`src/rtl/find_max_job_arbiter.sv`:
```
// Round-robin arbiter sharing one find_max engine between N requesters.
// Each granted job streams LEN values out and returns the engine's result.
module find_max_job_arbiter #(
  parameter int N   = 4,
  parameter int LEN = 8,
  parameter int DW  = 32,
  parameter int IDW = $clog2(N)
) (
  input  logic            clk,
  input  logic            rst,
  input  logic [N-1:0]    req_x_in_vld,
  input  logic [N*DW-1:0] req_x_in_data,
  output logic [N-1:0]    req_x_in_busy,
  output logic            eng_x_out_vld,
  output logic [DW-1:0]   eng_x_out_data,
  input  logic            eng_x_out_busy,
  input  logic            eng_return_in_vld,
  input  logic [DW-1:0]   eng_return_in_data,
  output logic            eng_return_in_busy,
  output logic [N-1:0]    rsp_out_vld,
  output logic [DW-1:0]   rsp_out_data,
  input  logic [N-1:0]    rsp_out_busy,
  output logic [IDW-1:0]  grant_id,
  output logic            active,
  output logic [15:0]     jobs_done
);

  localparam int CW = $clog2(LEN);
  localparam int SW = IDW + 1;

  typedef enum logic [1:0] {
    IDLE,
    STREAM,
    WAIT_RES,
    RESP
  } state_e;

  state_e         state_q, state_d;
  logic [IDW-1:0] rr_ptr_q, rr_ptr_d;
  logic [IDW-1:0] grant_q, grant_d;
  logic [CW-1:0]  cnt_q, cnt_d;
  logic           active_q, active_d;
  logic [15:0]    done_q, done_d;
  logic [DW-1:0]  rsp_q, rsp_d;

  logic [DW-1:0]  req_data [N];
  logic [SW-1:0]  scan_idx;
  logic           win_found;
  logic [IDW-1:0] win_id;
  logic           eng_xfer;
  logic           ret_xfer;
  logic           rsp_xfer;

  always_comb begin
    for (int i = 0; i < N; i++) begin
      req_data[i] = req_x_in_data[i*DW +: DW];
    end
  end

  // Lowest offset from rr_ptr wins, so scan from the far end down.
  always_comb begin
    win_found = 1'b0;
    win_id    = '0;
    scan_idx  = '0;
    for (int i = N - 1; i >= 0; i--) begin
      scan_idx = {1'b0, rr_ptr_q} + SW'(i);
      if (scan_idx >= SW'(N)) begin
        scan_idx = scan_idx - SW'(N);
      end
      if (req_x_in_vld[scan_idx[IDW-1:0]]) begin
        win_found = 1'b1;
        win_id    = scan_idx[IDW-1:0];
      end
    end
  end

  always_comb begin
    req_x_in_busy      = '1;
    eng_x_out_vld      = 1'b0;
    eng_x_out_data     = req_data[grant_q];
    eng_return_in_busy = 1'b1;
    rsp_out_vld        = '0;
    unique case (state_q)
      STREAM: begin
        eng_x_out_vld          = req_x_in_vld[grant_q];
        req_x_in_busy[grant_q] = eng_x_out_busy;
      end
      WAIT_RES: eng_return_in_busy = 1'b0;
      RESP:     rsp_out_vld[grant_q] = 1'b1;
      default: ;
    endcase
  end

  assign eng_xfer = eng_x_out_vld && !eng_x_out_busy;
  assign ret_xfer = (state_q == WAIT_RES) && eng_return_in_vld;
  assign rsp_xfer = (state_q == RESP) && !rsp_out_busy[grant_q];

  always_comb begin
    state_d  = state_q;
    rr_ptr_d = rr_ptr_q;
    grant_d  = grant_q;
    cnt_d    = cnt_q;
    active_d = active_q;
    done_d   = done_q;
    rsp_d    = rsp_q;
    unique case (state_q)
      IDLE: begin
        if (win_found) begin
          grant_d  = win_id;
          cnt_d    = '0;
          active_d = 1'b1;
          state_d  = STREAM;
        end
      end
      STREAM: begin
        if (eng_xfer) begin
          if (cnt_q == CW'(LEN - 1)) begin
            cnt_d   = '0;
            state_d = WAIT_RES;
          end else begin
            cnt_d = cnt_q + 1'b1;
          end
        end
      end
      WAIT_RES: begin
        if (ret_xfer) begin
          rsp_d   = eng_return_in_data;
          state_d = RESP;
        end
      end
      RESP: begin
        if (rsp_xfer) begin
          done_d   = done_q + 16'd1;
          rr_ptr_d = (grant_q == IDW'(N - 1)) ? '0 : grant_q + 1'b1;
          active_d = 1'b0;
          state_d  = IDLE;
        end
      end
      default: state_d = IDLE;
    endcase
  end

  always_ff @(posedge clk or negedge rst) begin
    if (!rst) begin
      state_q  <= IDLE;
      rr_ptr_q <= '0;
      grant_q  <= '0;
      cnt_q    <= '0;
      active_q <= 1'b0;
      done_q   <= '0;
      rsp_q    <= '0;
    end else begin
      state_q  <= state_d;
      rr_ptr_q <= rr_ptr_d;
      grant_q  <= grant_d;
      cnt_q    <= cnt_d;
      active_q <= active_d;
      done_q   <= done_d;
      rsp_q    <= rsp_d;
    end
  end

  assign grant_id     = grant_q;
  assign active       = active_q;
  assign jobs_done    = done_q;
  assign rsp_out_data = rsp_q;

endmodule

```
`config.mk`:
```
export PLATFORM = sky130hd
export DESIGN_NAME = find_max_job_arbiter
export DESIGN_NICKNAME = d
export VERILOG_FILES = /design/src/rtl/find_max_job_arbiter.sv
export SDC_FILE = /design/constraint.sdc
export NUM_CORES = 1
export LEC_CHECK = 0
export ABC_AREA = 1
export CAP_MARGIN = 10
export CORE_MARGIN = 4
export CORE_UTILIZATION = 36
export CTS_CLUSTER_SIZE = 12
export DETAILED_ROUTE_END_ITERATION = 8
export PLACE_DENSITY = 0.88
export SYNTH_ARGS = -nofsm -noshare
export SYNTH_HDL_FRONTEND = slang
export SYNTH_SLANG_ARGS = --single-unit
```
`constraint.sdc`:
```
create_clock -name clk -period 2.2 [get_ports clk]
set_clock_uncertainty 0.2 [all_clocks]
set_input_delay 0.22 -clock clk [delete_from_list [all_inputs] [get_ports clk]]
set_output_delay 0.22 -clock clk [all_outputs]
set_load 0.02 [all_outputs]
```
==> summary.md <==
| Metric | Value |
|---|---|
| Status | completed |
| Post-Place Cell Area | 6790 um2 |
| Count of nets after finishing | 957 |
| First-pass GRT wire length | 23.9 mm |
| F_max | 470 MHz |
| Post-synthesis mux area share | 0.0915 |
| Post-synth cell types | 36 |
| Worst r2r src | grant_id[0]$_DFFE_PN0P_ |
| CP peak stage delay | 0.47 ns |
| Critical path launch point type | register |
| Via count | 4626 |
| CTS tree | built |
| Initial antenna violation count | 0 |
| Setup ws final | 0.0729 ns |
| CP top delay family | buffers and inverters |
| Initial DRC count | 365 |
| Largest family of logic cells by synthesized area | simple AND/OR/NAND/NOR gates |
| Std-Cell Rows | 37 |
| Post-DRT Antenna Nets | 0 |
| Port Buffer Count | 264 |
| Dpl cells | 895 |
| CTS Buffer Depth | 2 |
| Pwr per Cell Area | 1240 nW/um2 |
| Maximum net fanout on the critical path | 27 |
| FF-to-FF End | state_q[0]$_DFFE_PN0P_ |
| Vias in the first global route | 4657 |
| Pre-antenna DRT Iters | 5 |
| I/O pin count | 265 |
| P&R area growth vs syn | 77.9% |
| Endpoints failing setup | 0 |
| Max IR drop VDD | 0.831 mV |
| GR Util All Layers | 0.232 |
| Ys Warns | 0 |
| Syn_area_per_cell | 7.78 um2 |
| Skew-Pair Late Insertion Delay | 0.32 ns |
| Die Ht | 113 um |
| Fin. Hold Viols | 0 |
| Die extent in x | 113 um |
| Register bit count reported by yosys | 58 |
| CTS Sinks | 58 |
| Max_slew headroom | 0.612 |
| CP arrival | 1.71 ns |
| Final Cell Area | 7000 um2 |
| Adder-Cell Fraction of Synth Area | 0.0381 |
| Post-Synthesis Cells | 506 |
| CTS clk-pin slew, worst paths | 0.07 ns |
| Synthesized area | 3940 um2 |
| WL final | 15.3 mm |
| Cell Count, Final, Fillers Out | 914 |
| FILL cells | 832 |
| CP max-delay cell | dfrtp_2 |
| # diodes | 0 |
| Crit share post-route | 0.967 |
| Mapped Nets | 690 |
| Compound-gate portion of the synthesized area | 0.161 |
| Pre-CTS WS | -0.0279 ns |
| Max-cap viol count | 0 |
| CTS buffer count | 9 |
| HP Class | input pin to async pin |
| Vias per cell | 5.06 |
| Share of the synthesized area in the top cell type | 0.369 |
| CTS H-tree depth | 3 |
| Total die area | 12700 um2 |
| Core area | 10500 um2 |
| GR Overflow Total | 0 |
| R2R cell count | 9 |
| Critical Path RT | 1.78 ns |
| Crit Path Class | register to output pin |
| Register area share after synthesis | 0.369 |
| Minimum clock period | 2.13 ns |
| Routability congestion estimate | 0.952 |
| Initial Utilization | 0.375 |
| Synth Area in XOR/XNOR | 0.0289 |
| Area leader, netlist | dfrtp_1 |
| Critical Path, Cell by Cell | inv_6, buf_12, o21ai_0, o22ai_1, dlygate4sd2_1 |
| Avg WL per Cell | 16.7 um |
| Final Max Tran Viols | 0 |
| Root buffer cell | clkbuf_8 |
| Post-route DRC | 0 |
| Pin count of the biggest net entering global routing | 37 |
| R2R Setup Slk | 0.31 ns |
| Slew @ Worst Pin | 0.582 ns |
| Hold_ws | 0.243 ns |
| Simple logic cell fraction of the synthesized area | 0.240 |
| Share of layout cells above drive strength 1 | 0.145 |
| Top area cells in the synthesized netlist | dfrtp_1 (37%), mux2_2 (9.2%), o21ai_0 (9.0%) |
| CP endpoint kind | output pin |
| Crit path buf inv count | 3 |
| Leak Pwr | 3.20 nW |
| Post-DP HPWL | 12.1 mm |
==> layout by cell type, fill, tap and decap left out, types with 16 or more instances in the layout <==
master / n
mux2_2: 32
nand2_1: 81
nor2_1: 84
o22ai_1: 32
nand3_1: 23
clkdlybuf4s50_1: 221
dfrtp_1: 56
o21ai_0: 71
dlymetal6s2s_1: 16
inv_1: 30
==> layout make-up <==
class,count,area (um2),share of cell area
Timing Repair Buffer,283,2830,0.404
Multi-Input combinational cell,385,2210,0.316
Sequential cell,58,1450,0.208
Tap cell,136,170,0.0243
Clock buffer,11,141,0.0202
Inverter,35,141,0.0202
Clock inverter,5,53.8,0.00768
Timing Repair inverter,1,5.00,0.000715
==> cell usage after synthesis (all sizes together) <==
cell     n
clkbuf  12
xnor2    8
o22ai   32
ha      12
and2     1
buf     16
nand4    4
dfrtp   58
xor2     5
or2      3
inv     35
nand3b   1
nand3   26
o21ai   78
nand2   91
nor2    88
nor3     3
mux2    32
o31ai    1
==> flip-flops by register name, indices dropped and copies added, names as in the netlist <==
name and cells:
grant_id 2, jobs_done 16, state_q 2, active 1, cnt_q 3, rsp_out_data 32, rr_ptr_q 2
==> worst max-delay path by stage <==
stage                            startpoint            endpoint  cells past startpoint  slack (ns)
global placement    grant_id[0]$_DFFE_PN0P_  eng_x_out_data[21]                      4      -0.009
floorplan           grant_id[0]$_DFFE_PN0P_  eng_x_out_data[13]                      5        0.25
global route        grant_id[0]$_DFFE_PN0P_   eng_x_out_data[5]                      5      -0.008
finish              grant_id[0]$_DFFE_PN0P_  eng_x_out_data[31]                      5        0.07
detailed placement  grant_id[0]$_DFFE_PN0P_  eng_x_out_data[21]                      4       -0.03
CTS                 grant_id[0]$_DFFE_PN0P_   eng_x_out_data[3]                      4       -0.23
==> power breakdown <==
group          leakage (nW)  switching (mW)  internal [mW]  total, mW
Combinational          2.38            3.25           2.63       5.88
Clock                 0.103           0.409          0.550      0.959
Sequential            0.721           0.320           1.50       1.82
==> per-stage QoR <==
| step | utilization | TNS, ns | power [mW] |
|---|---|---|---|
| 3_3_place_gp | 0.646 | -0.00924 | 7.67 |
| 5_1_grt | 0.666 | -0.00798 | 9.26 |
| 4_1_cts | 0.664 | -3.35 | 8.71 |
| 2_1_floorplan | - | 0 | 5.13 |
| 6_report | 0.666 | 0 | 8.65 |
| 3_5_place_dp | 0.646 | -0.0279 | 7.88 |
==> logic make-up after synthesis <==
kind of cell | Yosys count
AND/OR/NAND/NOR | 217
AO/OA/AOI/OAI | 111
buffers and inverters | 63
flip-flops | 58
multiplexers | 32
XOR/XNOR | 13
adder cells (fa/ha/maj) | 12
==> worst reg2reg max path, stage by stage (launching register included) <==
cell and delay, ns:
dfrtp_2 0.45, buf_4 0.21, nand2_1 0.08, nand3_2 0.08, nand2_2 0.07, buf_4 0.14, o21ai_4 0.19, nand2_2 0.10
o21ai_0 0.17, nand2_1 0.08
==> metal layers <==
metal	up-vias	track usage	part of all wire
met4	0	0.0593	0.019
met5	-	0	0
li1	2224	-	-
met1	2163	0.269	0.38
met3	26	0.0749	0.086
met2	213	0.410	0.51
==> timing repair <==
action,CTS,global route
buffers inserted,0,1
hold endpoints to repair,24,0
hold buffers,1,0
gates resized for setup,30,46
endpoints found under the setup margin,42,34
gates cloned,0,1
Note: power is estimated with default switching activity, not from simulation.
==> edit 1 (same flow settings) <==
Reset style: synchronous (`rst`), changed in one clocked block.
--- a/src/rtl/find_max_job_arbiter.sv
+++ b/src/rtl/find_max_job_arbiter.sv
@@ -141,5 +141,5 @@
   end
 
-  always_ff @(posedge clk or negedge rst) begin
+  always_ff @(posedge clk) begin
     if (!rst) begin
       state_q  <= IDLE;
Check against the original RTL: differs if rst is asserted again (counterexample within 4 cycles, from zero or initial values and one cycle with rst low); with rst held inactive, the same outputs for 10 cycles.
==> edit 1 against the unedited design <==
- worst setup slack better by 0.0062 ns
- critical path depth did not move
- synthesized area is 4.1% lower
- wire length is 4.2% higher
- largest cell class unchanged
- maximum frequency increased by 0.29%
- die area fell by 3.8%
- final area decreased by 3.4%
- final cell count increased by 10%
- critical path type unchanged
- sequential cell count is the same
- combinational power fell by 42%
- largest power group unchanged
- sequential power shrank 26%
- core utilization is 0.84 points lower
- total power shrank 32%
==> edit 1: results (changes against the unedited design) <==
metric;value;unit;change
met2 wire length;7.49;mm;was 7.78 mm
Primary FF master, synth;dfxtp_1;;was dfrtp_1
uppermost routed layer;met5;;was met4
share of post-route cells with drive strength above 1;0.0584;;was 0.145
Switch Pwr;2.51;mW;was 3.98 mW
syn_nets;800;;was 690
Finished Layout Cells;1009;;was 914
# nets final;1052;;was 957
grt met3 use;0.0811;;was 0.0749
GR Layer Usage met1;0.320;;was 0.269
pin count of the biggest net entering global routing;46;;was 37
syn_area_per_cell;6.13;µm²;was 7.78 µm²
clk root buf;clkbuf_8;;unchanged
Slew HR;0.660;;was 0.612
Netlist cell types;30;;was 36
Seq power;1.35;mW;was 1.82 mW
top cells by area, synth;dfxtp_1 31%, nor2_1 15%, o21ai_0 14%, nand2_1 9.0%, o22ai_1 5.5%;;was dfrtp_1 37%, mux2_2 9.2%, o21ai_0 9.0%, nor2_1 8.0%, nand2_1 7.7%
post-synthesis compound-gate area fraction;0.234;;was 0.161
Via Count;5082;;was 4626
CTS-repair resized insts;46;;was 30
adder-cell share of the synthesized area;0.0398;;was 0.0381
initial antenna violation count;1;;was 0
worst-path fanout max;41;;was 27
status;completed;;unchanged
Peak VDD IR;0.493;mV;was 0.831 mV
clk pwr;1.13;mW;was 0.959 mW
Commonest cells post-synth;151 x nor2_1, 105 x o21ai_0, 91 x nand2_1;;was 84 x nor2_1, 81 x nand2_1, 71 x o21ai_0
mux cell area share after synthesis;0;;was 0.0915
clock latency on the worst-skew pair;0.34;ns;was 0.32 ns
placed cell count;993;;was 895
DRT met1 WL;6.75;mm;was 5.87 mm
met3 WL;1.39;mm;was 1.31 mm
register area share after synthesis;0.308;;was 0.369
vias in the first global route;4777;;was 4657
fraction of registers with async set/reset;0;;was 1.00
number of DRC markers in iteration 0;368;;was 365
xor-xnor portion of the synthesized cell area;0.0116;;was 0.0289
Pleak;2.71;nW;was 3.20 nW
GRT Overall Usage;0.250;;was 0.232
[edit 1: changes by cell type after synthesis, moves of 8 or more]
cell / change
a21oi_1: +20
clkbuf_1: +16
dfrtp_1: -58
dfxtp_1: +58
mux2_2: -32
nand2_1: +10
nand3_1: +8
nor2_1: +67
o21ai_0: +34
[edit 1: final cells by class]
type | count | area (µm²)
multi-input cells | 479 | 2290
fillers | 932 | 3510
inverters | 42 | 160
clock inverters | 4 | 73.8
repair buffers | 278 | 2750
flip-flops and latches | 58 | 1160
clock buffers | 12 | 155
well taps | 136 | 170
[edit 1: cell families after synthesis]
kind of cell	count (synthesis)
compound gates	166
fa+ha+maj	12
simple gates	296
buf+inv	79
flops	58
xor+xnor	5
[edit 1: per-stage QoR]
step	worst slack, ns	total power [mW]	cell area (µm²)	hold WS, ns
final	0.0792	5.89	6760	0.283
after global routing	0.00222	6.29	6760	0.290
after CTS	0.0132	5.93	6770	0.279
after detailed placement	0.0402	4.99	6580	0.272
after global placement	0.0465	4.95	6580	0.260
after floorplan	0.223	3.33	3770	0.185
[edit 1: path summary, 6_finish.rpt]
check                                     from                      endpoint  cells past startpoint
setup / recovery      grant_id[0]$_SDFFE_PN0P_                rsp_out_vld[3]                      5
hold / removal    rsp_out_data[3]$_SDFFE_PN0P_  rsp_out_data[3]$_SDFFE_PN0P_                      2
setup reg to reg     jobs_done[0]$_SDFFE_PN0P_    jobs_done[14]$_SDFFE_PN0P_                      8
hold reg to reg   rsp_out_data[3]$_SDFFE_PN0P_  rsp_out_data[3]$_SDFFE_PN0P_                      2
[edit 1: worst max-delay path, cell delays in order (launching register included)]
cell and delay [ns]:
dfxtp_2 0.42, buf_12 0.22, ha_2 0.28, nand2_1 0.07, inv_1 0.06, clkdlybuf4s15_1 0.32
==> edit 2 (config.mk and constraints unchanged) <==
Made on the original files. Change the parameter `DW` from 32 to 48.
--- a/src/rtl/find_max_job_arbiter.sv
+++ b/src/rtl/find_max_job_arbiter.sv
@@ -4,5 +4,5 @@
   parameter int N   = 4,
   parameter int LEN = 8,
-  parameter int DW  = 32,
+  parameter int DW  = 48,
   parameter int IDW = $clog2(N)
 ) (
Interface: changed (resized eng_return_in_data, eng_x_out_data, req_x_in_data and rsp_out_data); port bits go from 265 to 377. The function was not compared with the original's and may differ.
==> edit 2 against the unedited design <==
- wire length grew 59%
- critical path type unchanged
- first-iteration DRC count up 0.55%
- largest power group unchanged
- final cell count is 29% higher
- hold slack worse by 0.028 ns
- global-route usage is 6.6 points higher
- sequential share of layout area shrank 0.54 points
- final area grew 31%
- largest cell class unchanged
- register-to-register slack got worse by 0.11 ns
- sequential cell count increased by 16
- synthesized area is 25% higher
- worst setup slack worse by 0.035 ns
- total power grew 37%
==> edit 2: results (changes against the unedited design) <==
metric;value;unit;change
status;completed;;unchanged
dpl ws;-0.0450;ns;was -0.0279 ns
Peak VDD IR;0.685;mV;was 0.831 mV
xor-xnor portion of the synthesized cell area;0.0280;;was 0.0289
pin count of the biggest net entering global routing;49;;was 37
clk root buf;clkbuf_16;;was clkbuf_8
routability cong.;0.968;;was 0.952
# nets final;1260;;was 957
GRT Overall Usage;0.298;;was 0.232
max FFs per register;48;;was 32
register area share after synthesis;0.376;;was 0.369
number of DRC markers in iteration 0;367;;was 365
placed cell count;1157;;was 895
worst stage delay on the critical path;0.51;ns;was 0.47 ns
Commonest cells post-synth;112 x nor2_1, 97 x o21ai_0, 91 x nand2_1;;was 84 x nor2_1, 81 x nand2_1, 71 x o21ai_0
antenna cells;1;;was 0
Data arrival, critical path;1.74;ns;was 1.71 ns
vias per cell;5.17;;was 5.06
CP endpoint;req_x_in_busy[3];;was eng_x_out_data[31]
Via Count;6095;;was 4626
initial antenna violation count;6;;was 0
global-route wire length before repair;36.3;mm;was 23.9 mm
multi-input logic cell count;479;;was 385
Sequential Power Share;0.195;;was 0.210
mux cell area share after synthesis;0.110;;was 0.0915
reg2reg setup slack;0.20;ns;was 0.31 ns
edit 2: cell types whose count changed in the layout (fill, tap and decap cells not counted), sizes merged, moves of 4 or more:
| cell | before | now |
|---|---|---|
| dlygate4sd2 | 12 | 8 |
| clkbuf | 22 | 15 |
| o22ai | 32 | 48 |
| dlymetal6s2s | 16 | 0 |
| o21ai | 78 | 102 |
| nor2 | 88 | 113 |
| mux2 | 32 | 48 |
| clkinv | 6 | 0 |
| nand2 | 91 | 97 |
| dfrtp | 58 | 74 |
| buf | 19 | 69 |
| clkdlybuf4s50 | 221 | 316 |
edit 2: routing by layer:
| metal | vias to the layer above | share of wire | track usage |
|---|---|---|---|
| met4 | 8 | 0.028 | 0.0823 |
| met1 | 2853 | 0.39 | 0.357 |
| met5 | - | 0.0021 | 0 |
| met3 | 51 | 0.083 | 0.0823 |
| li1 | 2874 | - | - |
| met2 | 309 | 0.49 | 0.525 |
